[src/rtl/cache_ram_sync_param.sv]
// Parametrised cache line RAM: byte-enable writes, registered reads, valid bits, flush sweep.
// Define CACHE_RAM_WR_BYPASS_EN for write-first same-address read/write; default is read-first.
module cache_ram_sync_param #(
  parameter int P_ENTRY_N = 16,
  parameter int P_ADDR_W  = 4,
  parameter int P_DATA_W  = 256
) (
  input  logic                  iCLOCK,
  input  logic                  inRESET,
  input  logic                  iFLUSH_REQ,
  output logic                  oFLUSH_BUSY,
  input  logic                  iWR_EN,
  input  logic [P_ADDR_W-1:0]   iWR_ADDR,
  input  logic [P_DATA_W/8-1:0] iWR_BYTEENA,
  input  logic [P_DATA_W-1:0]   iWR_DATA,
  input  logic                  iRD_EN,
  input  logic [P_ADDR_W-1:0]   iRD_ADDR,
  output logic                  oRD_VALID,
  output logic                  oRD_HIT,
  output logic [P_DATA_W-1:0]   oRD_DATA
);

  localparam int BE_W = P_DATA_W / 8;
  localparam logic [P_ADDR_W-1:0] LAST = P_ADDR_W'(P_ENTRY_N - 1);

  typedef enum logic [1:0] {
    S_IDLE,
    S_SWEEP,
    S_DONE
  } state_t;

  state_t                state;
  logic [P_ADDR_W-1:0]   cnt;
  logic [P_ENTRY_N-1:0]  valid;
  logic [P_DATA_W-1:0]   mem [P_ENTRY_N];

  logic                  idle;
  logic                  wr_fire;
  logic                  rd_fire;
  logic [P_DATA_W-1:0]   wr_merge;
  logic [P_DATA_W-1:0]   rd_data_nxt;
  logic                  rd_hit_nxt;

  assign idle    = (state == S_IDLE);
  assign wr_fire = idle && iWR_EN && (|iWR_BYTEENA);
  assign rd_fire = idle && iRD_EN;

  always_comb begin
    wr_merge = mem[iWR_ADDR];
    for (int b = 0; b < BE_W; b++) begin
      if (iWR_BYTEENA[b]) begin
        wr_merge[8*b +: 8] = iWR_DATA[8*b +: 8];
      end
    end
  end

  always_comb begin
    rd_data_nxt = mem[iRD_ADDR];
    rd_hit_nxt  = valid[iRD_ADDR];
`ifdef CACHE_RAM_WR_BYPASS_EN
    if (wr_fire && (iWR_ADDR == iRD_ADDR)) begin
      rd_data_nxt = wr_merge;
      rd_hit_nxt  = 1'b1;
    end
`endif
  end

  // Line storage has no reset; stale data is masked by the valid bits.
  always_ff @(posedge iCLOCK) begin
    if (state == S_SWEEP) begin
      mem[cnt] <= '0;
    end else if (wr_fire) begin
      mem[iWR_ADDR] <= wr_merge;
    end
  end

  always_ff @(posedge iCLOCK or negedge inRESET) begin
    if (!inRESET) begin
      state       <= S_IDLE;
      cnt         <= '0;
      valid       <= '0;
      oFLUSH_BUSY <= 1'b0;
      oRD_VALID   <= 1'b0;
      oRD_HIT     <= 1'b0;
      oRD_DATA    <= '0;
    end else begin
      oRD_VALID <= rd_fire;
      if (rd_fire) begin
        oRD_DATA <= rd_data_nxt;
        oRD_HIT  <= rd_hit_nxt;
      end
      unique case (state)
        S_IDLE: begin
          if (wr_fire) begin
            valid[iWR_ADDR] <= 1'b1;
          end
          if (iFLUSH_REQ) begin
            state       <= S_SWEEP;
            cnt         <= '0;
            oFLUSH_BUSY <= 1'b1;
          end
        end
        S_SWEEP: begin
          valid[cnt] <= 1'b0;
          cnt        <= cnt + P_ADDR_W'(1);
          if (cnt == LAST) begin
            state <= S_DONE;
          end
        end
        S_DONE: begin
          state       <= S_IDLE;
          oFLUSH_BUSY <= 1'b0;
        end
        default: state <= S_IDLE;
      endcase
    end
  end

endmodule
[config.mk]
export PLATFORM = sky130hd
export DESIGN_NAME = cache_ram_sync_param
export DESIGN_NICKNAME = d
export VERILOG_FILES = /design/src/rtl/cache_ram_sync_param.sv
export SDC_FILE = /design/constraint.sdc
export NUM_CORES = 2
export LEC_CHECK = 0
export CAP_MARGIN = 20
export CORE_MARGIN = 2
export CORE_UTILIZATION = 45
export DETAILED_ROUTE_END_ITERATION = 7
export GPL_ROUTABILITY_DRIVEN = 0
export PLACE_DENSITY_LB_ADDON = 0.2
export SYNTH_ARGS = -nofsm -noshare
export SYNTH_HDL_FRONTEND = slang
export SYNTH_SLANG_ARGS = --single-unit
[constraint.sdc]
create_clock -name iCLOCK -period 3.5 [get_ports iCLOCK]
set_input_delay 1.05 -clock iCLOCK [delete_from_list [all_inputs] [get_ports iCLOCK]]
set_output_delay 1.05 -clock iCLOCK [all_outputs]
set_load 0.005 [all_outputs]
==> impl_metrics.json <==
{
  "worstPathArrival_ps": 4140,
  "vdd_drop_max_uv": 559,
  "core_area_um2": 375000,
  "root_buffer": "clkbuf_16",
  "synthDistinctLibCells": 37,
  "drt-total-wl_um": 438000,
  "worst-r2r-setup-slack_ps": 530,
  "top_level_ports": 560,
  "grt_start_max_net_pins": 92,
  "r2r_cells": 8,
  "fin_area_um2": 210000,
  "grt_pass1_wl_um": 627000,
  "setup_violations": 0,
  "r2r_start": "state[1]",
  "fill_cells": 27900,
  "synth_nets": 8170,
  "hold_end": "valid[14]",
  "final_hold_viol_count": 0,
  "max_slew.worst_pin.slew_ps": 946,
  "critPathCaptureType": "flip-flop",
  "ys.flop_type": "edfxtp_1",
  "wl_per_cell_um": 29.1,
  "synthCells": 7865,
  "stdcell_count": 15100,
  "avgViaCountPerCell": 5.65,
  "insertion_delay_ps": 1010,
  "drtIter0Drc": 7745,
  "synthToLayoutAreaGrowth_pct": 24.1,
  "synth_top_area_share": 0.727,
  "synth-warning-count": 0,
  "status": "finished, final reports clean",
  "dieArea_um2": 381000,
  "clkTransAtPathRegs_ps": 60,
  "antenna_left": 0,
  "crit_fanout": 8,
  "drc": 0,
  "layout-drive-gt1-share": 0.325,
  "clkSinkCount": 4377,
  "p_leak_nw": 72.4,
  "finalCritPeriodShare": 0.994,
  "hp-start": "valid[14]",
  "finClkSkew_ps": 63.1,
  "grt_pass1_vias": 88600,
  "slew_headroom": 0.365,
  "synthArstFlopShare": 0.0642,
  "worstSetupPathType": "in2reg",
  "min_path_type": "reg2reg",
  "die_width_um": 617,
  "hold_depth": 2,
  "p_total_mw": 158,
  "dieHeight_um": 617,
  "vias": 85100,
  "final.setup.tns_ps": 0,
  "synth_area_um2": 169000,
  "antenna_found_initial": 27,
  "dp_cells": 14200,
  "synth_edf_count": 4096,
  "layout.nets": 9962,
  "synth-seq-cells": 4377,
  "period_minus_slack_ps": 3480,
  "synth_top_area_cell": "edfxtp_1",
  "grtUsageTotal": 0.228,
  "max_freq_mhz": 287,
  "syn_avg_cell_area_um2": 21.5,
  "first_pass_iters": 6,
  "startpoint_type": "primary input",
  "initial_core_util": 0.451,
  "power.density_nw_per_um2": 753,
  "clockBufferDepth": 4,
  "synth.yosys.seq_area_share": 0.768,
  "cts_max_level": 5,
  "r2r_end": "mem[6][151]",
  "cap_violations": 0,
  "required_ps": 4160,
  "cts_tree": "built",
  "postPlaceCellArea_um2": 193000,
  "cts_inserted_buffers": 442,
  "grt_overflow": 0,
  "synth.area.top_cells": "edfxtp_1 (73%), mux4_2 (14%), dfrtp_1 (4.2%), mux2i_1 (3.0%), a2bb2oi_1 (1.3%)",
  "hpwl_um": 287000,
  "num_rows": 225,
  "io_buffers": 559,
  "report.final.slew_viol_count": 0
}
-- flip-flops by register name, indices dropped and copies added (netlist names) --
signal	count
oRD_VALID	1
state	2
oRD_DATA	256
cnt	4
mem	4096
valid	16
oFLUSH_BUSY	1
oRD_HIT	1
-- placed cells by master (no fill, tap or decap), drive strengths merged, types with 6 or more instances in the layout --
master	n
nand3	15
clkbuf	596
nand2	26
mux4	1028
inv	19
mux2i	518
clkinvlp	21
nor4	8
edfxtp	4096
a2bb2oi	257
a22o	7
a31oi	32
nor2b	6
a21oi	38
dfrtp	281
nor2	518
nor3	10
diode	10
bufinv	49
buf	1260
clkdlybuf4s50	550
o21ai	264
clkinv	163
and2	259
-- cells by family after synthesis --
logic type,count (synthesis),share of synthesized area
AOI/OAI and AO/OA,606,0.0270
DFF,4377,0.768
and+or+nand+nor,848,0.0232
muxes,1550,0.168
buffers and inverters,480,0.0134
adders and majority gates,4,0.000296
-- cells in the mapped netlist, types with 2 or more instances --
master and number:
edfxtp_1 4096, mux4_2 1028, nor2_1 518, mux2i_1 514, dfrtp_1 281, o21ai_0 264, and2_1 259, clkbuf_1 258
a2bb2oi_1 257, buf_2 138, a21oi_1 36, buf_1 36, buf_6 35, a31oi_4 30, nand2_1 26, nand3_1 15
nor3_1 10, nor4_1 8, a22o_1 7, inv_1 7, nor2b_1 6, buf_4 5, ha_1 4, mux2_2 4
mux2i_4 4, a32o_1 3, o2bb2ai_1 3, a31oi_1 2, and4_4 2, nand2b_1 2
-- metal layers --
metal | track usage | routed length [um] | part of all wire | up-vias
li1 | - | - | - | 36100
met1 | 0.310 | 179000 | 0.41 | 45600
met2 | 0.384 | 221000 | 0.50 | 2702
met3 | 0.0321 | 24900 | 0.057 | 614
met4 | 0.0676 | 13300 | 0.030 | 2
met5 | 0 | 15 | 0.000034 | -
-- cell type report --
| type | instances | area [um2] | share of cell area |
|---|---|---|---|
| diodes | 10 | 25.0 | 0.000119 |
| flip-flops and latches | 4377 | 130000 | 0.619 |
| well taps | 4994 | 6250 | 0.0297 |
| clock inverters | 245 | 2940 | 0.0140 |
| repair buffers | 1820 | 20500 | 0.0977 |
| inverters | 7 | 26.3 | 0.000125 |
| multi-input cells | 3009 | 37900 | 0.181 |
| clock buffers | 590 | 12400 | 0.0588 |
-- where the power goes --
part / internal (mW) / switching [mW]
Sequential: 70.4 / 3.59
Combinational: 15.2 / 20.2
Clock: 28.6 / 20.1
-- how the worst max path moves through the flow --
stage	startpoint	to	slack, ps	cells past startpoint
6_report	iWR_BYTEENA[2]	mem[14][82]	20	12
2_1_floorplan	iWR_BYTEENA[8]	mem[14][48]	460	7
5_1_grt	iWR_BYTEENA[2]	mem[10][205]	-20	12
3_5_place_dp	iWR_BYTEENA[1]	mem[11][98]	-1670	7
4_1_cts	iWR_BYTEENA[3]	mem[7][216]	-30	10
3_3_place_gp	iWR_BYTEENA[1]	mem[11][19]	-2120	8
-- metrics by stage --
| stage | utilization | hold slack, ps | setup slack, ps |
|---|---|---|---|
| after global routing | 0.560 | 463 | -24.9 |
| after CTS | 0.559 | 427 | -32.7 |
| after detailed placement | 0.515 | 473 | -1670 |
| after global placement | 0.515 | 470 | -2120 |
| final | 0.560 | 485 | 20.3 |
| after floorplan | - | 444 | 464 |
-- critical path, stage by stage --
cell and delay, ps:
buf_6 100, nor4_4 830, clkbuf_16 290, and4_4 350
buf_6 140, a21oi_4 120, mux2_8 380, buf_16 160
buf_16 170, buf_16 170, nor2_4 120, buf_8 170
-- what timing repair did --
| action | CTS | global route |
|---|---|---|
| gates cloned | 6 | 3 |
| endpoints found under the setup margin | 7127 | 1711 |
| buffers inserted | 29 | 9 |
| hold endpoints to repair | 9 | 0 |
| hold buffers | 1 | 0 |
| gates resized for setup | 300 | 84 |
| pin swaps | 12 | 12 |
Power figures use the tool's default switching activity.
